==> src/rtl/numparse.sv <==
// rtl/numparse.sv - one-char-per-cycle string-to-integer parser with memory read master
// Skips spaces, takes an optional sign, accumulates digits in radix 2..36 with saturation.
module numparse #(
  parameter int ASZ  = 17,
  parameter int DSZ  = 32,
  parameter int LMAX = 64
) (
  input  logic           clk,
  input  logic           rst_n,
  input  logic           en,
  input  logic           st,
  input  logic [5:0]     base,
  input  logic [ASZ-1:0] tib,
  input  logic [7:0]     ch,
  output logic [ASZ-1:0] ma,
  output logic           bsy,
  output logic           done,
  output logic [DSZ-1:0] vo,
  output logic           ok,
  output logic           ovf,
  output logic [ASZ-1:0] ea
);

  localparam int CW = $clog2(LMAX + 1);
  localparam int PW = DSZ + 7;

  typedef enum logic [2:0] {S_IDLE, S_FILL, S_LEAD, S_DIG, S_DONE} state_t;

  state_t         state_q, state_d;
  logic [ASZ-1:0] ma_q, ma_d, ea_q, ea_d;
  logic [5:0]     base_q, base_d;
  logic [DSZ:0]   acc_q, acc_d;
  logic           neg_q, neg_d, nd_q, nd_d, sovf_q, sovf_d;
  logic [CW-1:0]  cnt_q, cnt_d;
  logic           bsy_q, bsy_d, done_q, done_d, ok_q, ok_d, ovf_q, ovf_d;
  logic [DSZ-1:0] vo_q, vo_d;

  logic [5:0]     dv;
  logic           dvalid, step_ovf, term, abort, term_ch;
  logic [DSZ:0]   lim;
  logic [DSZ-1:0] nacc;
  logic [PW-1:0]  prod;

  // Returns 63 for anything that is not an alphanumeric, which no radix accepts.
  function automatic logic [5:0] digit_val(input logic [7:0] c);
    if (c >= 8'h30 && c <= 8'h39)      return c[5:0] - 6'h30;
    else if (c >= 8'h61 && c <= 8'h7a) return c[5:0] - 6'h17;
    else if (c >= 8'h41 && c <= 8'h5a) return c[5:0] + 6'h09;
    else                               return 6'h3f;
  endfunction

  always_comb begin
    dv       = digit_val(ch);
    dvalid   = dv < base_q;
    term_ch  = (ch == 8'h00) || (ch == 8'h20);
    lim      = '0;
    lim[DSZ-1] = 1'b1;
    if (!neg_q) lim = lim - (DSZ+1)'(1);
    prod     = PW'(acc_q) * PW'(base_q) + PW'(dv);
    step_ovf = prod > PW'(lim);
    nacc     = '0 - acc_q[DSZ-1:0];

    state_d = state_q;
    ma_d    = ma_q;
    base_d  = base_q;
    acc_d   = acc_q;
    neg_d   = neg_q;
    nd_d    = nd_q;
    sovf_d  = sovf_q;
    cnt_d   = cnt_q;
    vo_d    = vo_q;
    ok_d    = ok_q;
    ovf_d   = ovf_q;
    ea_d    = ea_q;
    term    = 1'b0;
    abort   = 1'b0;

    if (!en) begin
      state_d = S_IDLE;
    end else begin
      case (state_q)
        S_IDLE: if (st) begin
          if (base >= 6'd2 && base <= 6'd36) begin
            state_d = S_FILL;
            ma_d    = tib;
            base_d  = base;
            acc_d   = '0;
            neg_d   = 1'b0;
            nd_d    = 1'b0;
            sovf_d  = 1'b0;
            cnt_d   = '0;
          end else begin
            state_d = S_DONE;
            vo_d    = '0;
            ok_d    = 1'b0;
            ovf_d   = 1'b0;
            ea_d    = tib;
          end
        end
        S_FILL: begin
          ma_d    = ma_q + ASZ'(1);
          state_d = S_LEAD;
        end
        S_LEAD: begin
          ma_d = ma_q + ASZ'(1);
          if (ch != 8'h20) begin
            cnt_d = CW'(1);
            if (ch == 8'h2d || ch == 8'h2b) begin
              neg_d   = (ch == 8'h2d);
              state_d = S_DIG;
            end else if (dvalid) begin
              acc_d   = (DSZ+1)'(dv);
              nd_d    = 1'b1;
              state_d = S_DIG;
            end else begin
              term = 1'b1;
            end
          end
        end
        S_DIG: begin
          ma_d = ma_q + ASZ'(1);
          if (cnt_q == CW'(LMAX)) begin
            term  = 1'b1;
            abort = 1'b1;
          end else if (dvalid) begin
            cnt_d = cnt_q + CW'(1);
            nd_d  = 1'b1;
            // Once over the limit the accumulator parks there; the sticky flag remembers why.
            acc_d = step_ovf ? lim : prod[DSZ:0];
            if (step_ovf) sovf_d = 1'b1;
          end else begin
            term = 1'b1;
          end
        end
        S_DONE:  state_d = S_IDLE;
        default: state_d = S_IDLE;
      endcase
    end

    if (term) begin
      state_d = S_DONE;
      ma_d    = ma_q;
      ea_d    = ma_q - ASZ'(1);
      ok_d    = nd_q && !sovf_q && term_ch && !abort;
      ovf_d   = sovf_q;
      if (sovf_q) vo_d = neg_q ? {1'b1, {(DSZ-1){1'b0}}} : {1'b0, {(DSZ-1){1'b1}}};
      else        vo_d = neg_q ? nacc : acc_q[DSZ-1:0];
    end

    bsy_d  = (state_d == S_FILL) || (state_d == S_LEAD) || (state_d == S_DIG);
    done_d = (state_d == S_DONE);
  end

  always_ff @(posedge clk or negedge rst_n) begin
    if (!rst_n) begin
      state_q <= S_IDLE;
      ma_q    <= '0;
      base_q  <= '0;
      acc_q   <= '0;
      neg_q   <= 1'b0;
      nd_q    <= 1'b0;
      sovf_q  <= 1'b0;
      cnt_q   <= '0;
      bsy_q   <= 1'b0;
      done_q  <= 1'b0;
      vo_q    <= '0;
      ok_q    <= 1'b0;
      ovf_q   <= 1'b0;
      ea_q    <= '0;
    end else begin
      state_q <= state_d;
      ma_q    <= ma_d;
      base_q  <= base_d;
      acc_q   <= acc_d;
      neg_q   <= neg_d;
      nd_q    <= nd_d;
      sovf_q  <= sovf_d;
      cnt_q   <= cnt_d;
      bsy_q   <= bsy_d;
      done_q  <= done_d;
      vo_q    <= vo_d;
      ok_q    <= ok_d;
      ovf_q   <= ovf_d;
      ea_q    <= ea_d;
    end
  end

  assign ma   = ma_q;
  assign bsy  = bsy_q;
  assign done = done_q;
  assign vo   = vo_q;
  assign ok   = ok_q;
  assign ovf  = ovf_q;
  assign ea   = ea_q;

endmodule
==> config.mk <==
export PLATFORM = sky130hd
export DESIGN_NAME = numparse
export DESIGN_NICKNAME = d
export VERILOG_FILES = /design/src/rtl/numparse.sv
export SDC_FILE = /design/constraint.sdc
export NUM_CORES = 1
export LEC_CHECK = 0
export ABC_AREA = 1
export CAP_MARGIN = 20
export CORE_UTILIZATION = 53
export DETAILED_ROUTE_END_ITERATION = 7
export GPL_ROUTABILITY_DRIVEN = 1
export PLACE_DENSITY_LB_ADDON = 0.2
export REMOVE_ABC_BUFFERS = 1
export SETUP_SLACK_MARGIN = 0.15
export SLEW_MARGIN = 20
export SYNTH_ARGS = -nofsm -noshare
export SYNTH_HDL_FRONTEND = slang
export SYNTH_SLANG_ARGS = --single-unit
==> constraint.sdc <==
create_clock -name clk -period 7.64 [get_ports clk]
set_input_delay 0.764 -clock clk [delete_from_list [all_inputs] [get_ports clk]]
set_output_delay 0.764 -clock clk [all_outputs]
set_load 0.01 [all_outputs]
==> flow_metrics.env, run 1 <==
export IMPL_outcome="finished clean"
export IMPL_comb_power_share=0.735
export IMPL_synth_area_leader_cell="dfrtp_1"
export IMPL_crit_type="reg2reg"
export IMPL_ys_seq_elements=122
export IMPL_globalplace_congestion=0.939
export IMPL_layout_drive_gt1_share=0.0488
export IMPL_p_leak_uw=0.0102
export IMPL_post_route_period_util=0.916
export IMPL_max_freq_mhz=143
export IMPL_end_kind="flip-flop"
export IMPL_arrival_ns=7.33
export IMPL_numCtsBuffers=17
export IMPL_critPathSlowestCell="fa_1"
export IMPL_synth_edf_count=0
export IMPL_cts_tree="yes"
export IMPL_vias=14600
export IMPL_fin_util=0.606
export IMPL_top_layer="met4"
export IMPL_clock_sinks=122
export IMPL_synth_common_cells="nand2_1 (673), inv_1 (351), nor2_1 (167)"
export IMPL_hold_violations=0
export IMPL_total_power_uw=7730
export IMPL_r2r_start="base_q[0]"
export IMPL_setup_violations=0
export IMPL_firstDrtPassIters=7
export IMPL_clock_path_buffers=2
export IMPL_cp_max_fo=29
export IMPL_final_nets=2599
export IMPL_num_fill_cells=2748
export IMPL_worst_slack_ns=0.640
export IMPL_route_detailed_drc=0
export IMPL_ctsHtreeMaxLevel=4
export IMPL_wl_met3_um=2920
export IMPL_worstHoldPathType="in2async"
export IMPL_slew_violations=0
export IMPL_worst_path_most_repeated_cell="nand2_1"
export IMPL_dr_wl_met2_um=19300
export IMPL_clock_skew_ns=0.0122
export IMPL_cts_setup_buffers=0
export IMPL_insertedDiodeCount=0
export IMPL_ir_worst_vdd_mv=0.956
export IMPL_rr_endpoint="acc_q[6]"
export IMPL_grt_pass1_wl_um=72400
export IMPL_grt_pass1_vias=14300
export IMPL_area_growth_pct=11.6
export IMPL_synth_area_top_cells="dfrtp_1 (19%), fa_1 (16%), nand2_1 (16%), ha_1 (11%), inv_1 (8.4%)"
export IMPL_async_flop_share=1.00
export IMPL_cp_required_ns=7.97
export IMPL_dp_hpwl_um=34100
export IMPL_min_period_ns=7.00
export IMPL_wl_um=43000
export IMPL_ys_seq_area_frac=0.194
export IMPL_synth_flop_cell="dfrtp_1"
export IMPL_power_internal_uw=3570
export IMPL_synthesis_yosys_warnings=0
export IMPL_syn_cell_area_mm2=0.0158
export IMPL_drtIter0Drc=1110
export IMPL_insertion_delay_ns=0.43
export IMPL_power_density_mw_per_mm2=440
export IMPL_timing_hold_ws_ns=0.408
export IMPL_power_switching_share=0.538
export IMPL_clkTransAtPathRegs_ns=0.07
export IMPL_avgSynthCellArea_um2=6.96
export IMPL_grt_overflow_total=0
export IMPL_relSlewSlack=0.387
export IMPL_reg2regPathDepth=29
export IMPL_die_w_um=174
export IMPL_rows=62
export IMPL_rrSetupSlack_ns=0.64
export IMPL_cap_violations=0
export IMPL_wire_per_inst_um=15.9
export IMPL_grt_max_degree=65
export IMPL_place_ws_ns=0.323
export IMPL_initial_core_util=0.543
export IMPL_rsz0062_at_grt="no"
export IMPL_slowest_delay_ns=0.51
export IMPL_die_h_um=174
export IMPL_synth_top_area_share=0.194
export IMPL_seq_power_share=0.152
export IMPL_synth_cells=2263
export IMPL_worst_slew_pin_slew_ns=0.915
export IMPL_io_pins=105
export IMPL_grt_usage=0.296
export IMPL_drtAntennaViolNets=0
export IMPL_cts_root_buffer="clkbuf_16"
export IMPL_clkPwrFrac=0.113
export IMPL_synth_most_common_cell="nand2_1"
export IMPL_portBuffers=104
export IMPL_coreArea_mm2=0.0290
export IMPL_vias_per_cell=5.42
export IMPL_tns_ns=0
export IMPL_p_sw_uw=4160
export IMPL_die_area_mm2=0.0304
export IMPL_yosysUniqueCellTypes=50
export IMPL_drt_met1_wl_um=20100
export IMPL_crit_path_start_kind="flip-flop"
export IMPL_antenna_found_initial=0
## layout by cell type, fill, tap and decap left out, types with 4 or more instances in the layout
cell / Yosys / routed
nor2_2: 7 / 7
mux2i_1: 4 / 4
inv_1: 351 / 351
buf_4: 3 / 20
bufinv_16: 0 / 4
o31ai_1: 6 / 6
a21o_1: 4 / 4
a21oi_1: 85 / 85
nand2_2: 10 / 10
nand4_1: 17 / 17
nand3b_1: 7 / 7
nor3_1: 28 / 28
a31oi_1: 10 / 10
clkdlybuf4s50_1: 0 / 103
o21bai_1: 8 / 8
o21a_1: 4 / 4
inv_2: 13 / 13
nor4_1: 8 / 8
xor2_1: 59 / 59
clkbuf_16: 0 / 17
o21ai_1: 44 / 44
nand2_1: 673 / 673
ha_1: 134 / 134
nand3_2: 5 / 6
nor2_1: 167 / 167
nand2_4: 4 / 4
nand3_1: 124 / 123
fa_1: 128 / 128
dfrtp_1: 122 / 119
xnor2_1: 19 / 19
o21ai_0: 87 / 87
or2_2: 8 / 8
## repair_timing
| action | in CTS | in global routing |
|---|---|---|
| gates resized for setup | 0 | 5 |
| hold buffers | 0 | 0 |
| endpoints found under the setup margin | 0 | 28 |
| endpoints found under the hold margin | 0 | 0 |
## state kept, by name, summed over array words and instances, names as in the netlist
| signal | flops |
|---|---|
| ovf | 1 |
| bsy | 1 |
| vo | 32 |
| acc_q | 33 |
| neg_q | 1 |
| base_q | 6 |
| ea | 17 |
| sovf_q | 1 |
| ok | 1 |
| state_q | 3 |
| ma | 17 |
| nd_q | 1 |
| done | 1 |
| cnt_q | 7 |
## per-stage QoR
step                      instance area, um^2  instances
final                                   17600       2699
after global routing                    17600       2699
after CTS                               17600       2699
after detailed placement                16900       2667
after global placement                  16900       2667
after floorplan                         15300       2158
## power by group through the flow
stage / logic [uW] / registers [uW] / clock network (uW)
after detailed placement: 5570 / 1170 / 0
after global placement: 5510 / 1160 / 0
final: 5680 / 1170 / 876
after global routing: 6390 / 1210 / 912
after floorplan: 3670 / 1250 / 0
after CTS: 5620 / 1160 / 887
## how the worst max path moves through the flow
| stage | cells after the start | slack [ns] | to | start |
|---|---|---|---|---|
| 2_1_floorplan | 32 | 1.28 | acc_q[10] | base_q[5] |
| 3_3_place_gp | 37 | 0.43 | acc_q[4] | ch[4] |
| 3_5_place_dp | 37 | 0.32 | acc_q[6] | ch[4] |
| 4_1_cts | 30 | 0.48 | acc_q[6] | base_q[5] |
| 5_1_grt | 29 | 0.17 | acc_q[6] | base_q[0] |
| 6_report | 29 | 0.64 | acc_q[6] | base_q[0] |
## routing by layer
layer  up-vias  track usage
li1       7084            -
met1      7030        0.422
met2       476        0.471
met3        51       0.0402
met4         0       0.0800
met5         -            0
## worst max-delay path: cells and delay by family (launching register included)
family	cells	cell delay [ns]
xor+xnor	1	0.19
flops	1	0.50
compound gates	6	1.46
buf+inv	3	0.48
simple gates	13	1.82
fa+ha+maj	6	2.41
## logic make-up after synthesis
| group | after synthesis | synth area share |
|---|---|---|
| flip-flops | 122 | 0.194 |
| buffers and inverters | 471 | 0.119 |
| AO/OA/AOI/OAI | 256 | 0.0869 |
| multiplexers | 5 | 0.00326 |
| XOR/XNOR | 78 | 0.0434 |
| AND/OR/NAND/NOR | 1069 | 0.285 |
| adder cells (fa/ha/maj) | 262 | 0.269 |
## final cells by class
class,count,area (um^2),share of cell area
Tap cell,384,480,0.0273
Multi-Input combinational cell,1670,10800,0.616
Clock inverter,13,190,0.0108
Inverter,366,1370,0.0781
Timing Repair Buffer,125,1200,0.0684
Clock buffer,19,443,0.0252
Sequential cell,122,3060,0.174
No activity file was read; power rests on OpenSTA's default activity.
==> run 2, diff against run 1 <==
--- a/config.mk
+++ b/config.mk
@@ -7,6 +7,7 @@
 export LEC_CHECK = 0
 export ABC_AREA = 1
 export CAP_MARGIN = 20
+export CORE_ASPECT_RATIO = 0.75
 export CORE_UTILIZATION = 53
 export DETAILED_ROUTE_END_ITERATION = 7
 export GPL_ROUTABILITY_DRIVEN = 1
==> flow_metrics.env, run 2 (synthesized netlist as in run 1, its figures left out) <==
export IMPL_crit_path_start_kind="flip-flop"
export IMPL_antenna_found_initial=1
export IMPL_layout_commonest_cell="nand2_1"
export IMPL_min_period_ns=6.82
export IMPL_vias=14500
export IMPL_worst_path_most_repeated_cell="nand2_1"
export IMPL_reg2regPathDepth=31
export IMPL_grt_overflow_total=0
export IMPL_end_kind="flip-flop"
export IMPL_drtIter0Drc=1157
export IMPL_route_detailed_drc=0
export IMPL_layout_drive_gt1_share=0.0468
export IMPL_slew_violations=0
export IMPL_die_w_um=201
export IMPL_insertion_delay_ns=0.45
export IMPL_io_pins=105
export IMPL_portBuffers=104
export IMPL_grt_pass1_wl_um=73000
export IMPL_clock_skew_ns=0.00975
export IMPL_cts_tree="yes"
export IMPL_largest_register_ffs=33
export IMPL_cp_depth=31
export IMPL_setup_violations=0
export IMPL_relSlewSlack=0.388
export IMPL_hold_violations=0
export IMPL_area_growth_pct=11.7
export IMPL_cts_root_buffer="clkbuf_16"
export IMPL_slowest_delay_ns=0.56
export IMPL_wire_per_inst_um=16.4
export IMPL_insertedDiodeCount=0
export IMPL_ir_worst_vdd_mv=0.461
export IMPL_vias_per_cell=5.38
export IMPL_clkTransAtPathRegs_ns=0.06
export IMPL_fin_util=0.604
export IMPL_ctsHtreeMaxLevel=4
export IMPL_timing_hold_ws_ns=0.426
export IMPL_clock_sinks=122
export IMPL_crit_family="adder cells"
export IMPL_firstDrtPassIters=6
export IMPL_drtAntennaViolNets=0
export IMPL_grt_max_degree=69
export IMPL_rows=54
export IMPL_outcome="finished clean"
export IMPL_largest_register="acc_q"
export IMPL_power_density_mw_per_mm2=442
export IMPL_crit_type="reg2reg"
export IMPL_max_freq_mhz=147
export IMPL_coreArea_mm2=0.0291
export IMPL_worstHoldPathType="in2async"
export IMPL_cap_violations=0
export IMPL_final_cell_mix="nand2_1 (673), inv_1 (351), nor2_1 (167)"
export IMPL_p_leak_uw=0.0102
export IMPL_tns_ns=0
export IMPL_worst_slew_pin_slew_ns=0.912
export IMPL_die_h_um=151
export IMPL_arrival_ns=7.18
export IMPL_critPathSlowestCell="fa_1"
export IMPL_clock_path_buffers=2
export IMPL_cp_required_ns=8.00
export IMPL_grt_usage=0.303
export IMPL_die_area_mm2=0.0304
export IMPL_numCtsBuffers=17
export IMPL_cts_hold_buf=0
export IMPL_post_route_period_util=0.893
export IMPL_cp_max_fo=27
export IMPL_critPathBufInv=6
export IMPL_final_nets=2594
export IMPL_globalplace_congestion=0.924
export IMPL_dp_hpwl_um=34800
export IMPL_initial_core_util=0.541
export IMPL_rsz0062_at_grt="no"
export IMPL_grt_pass1_vias=14000
export IMPL_wl_um=44400
run 2: changes by cell type in the layout (fill, tap and decap cells not counted):
cell | before | now
clkinvlp_4 | 1 | 4
nor2_4 | 2 | 3
dfrtp_1 | 119 | 120
clkinv_2 | 2 | 1
inv_6 | 3 | 1
clkbuf_1 | 1 | 0
buf_4 | 20 | 12
dfrtp_2 | 3 | 2
bufinv_16 | 4 | 5
nor2_2 | 7 | 6
buf_6 | 2 | 5
run 2: per-stage QoR:
step	setup WS (ns)	cells	instance area, um^2	power (uW)
2_1_floorplan	1.28	2158	15300	4920
3_3_place_gp	0.644	2670	16900	6720
3_5_place_dp	0.549	2670	16900	6770
4_1_cts	0.636	2702	17600	7730
5_1_grt	0.154	2702	17600	8650
6_report	0.820	2702	17600	7790
run 2: cell type report:
cell class	instances	area, um^2
clock buffers	18	439
clock inverters	14	220
fillers	2763	11500
inverters	366	1370
multi-input cells	1670	10800
flip-flops and latches	122	3060
well taps	392	490
repair buffers	120	1180
run 2: worst paths after layout:
path / start / endpoint / slack, ns
max: base_q[3] / acc_q[21] / 0.82
min: rst_n / base_q[4] / 0.43
max reg2reg: base_q[3] / acc_q[21] / 0.82
min reg2reg: vo[6] / vo[6] / 0.50
max in group asynchronous: rst_n / neg_q / 5.85
min in group clk: vo[6] / vo[6] / 0.50
run 2: worst reg2reg max path: cells and delay by family (launching register included):
| kind | cells | cell delay (ns) |
|---|---|---|
| XOR/XNOR | 1 | 0.20 |
| buffers and inverters | 6 | 0.87 |
| AO/OA/AOI/OAI | 4 | 0.95 |
| flip-flops | 1 | 0.52 |
| AND/OR/NAND/NOR | 14 | 1.89 |
| adder cells (fa/ha/maj) | 6 | 2.35 |
run 2: where the power goes:
part	internal, uW	switching [uW]
logic	2150	3560
clock network	588	329
registers	861	294
total	3600	4190
run 2: metal layers:
metal | GRT usage | wire [um] | vias to the layer above
met4 | 0.0767 | 669 | 2
li1 | - | - | 7071
met3 | 0.0555 | 3080 | 52
met5 | 0 | 9 | -
met1 | 0.429 | 20500 | 6927
met2 | 0.480 | 20100 | 490
run 2: what timing repair did:
action,4_1_cts,5_1_grt
gates resized for setup,0,8
buffers inserted,0,0
setup endpoints to repair,0,28
endpoints found under the hold margin,0,0
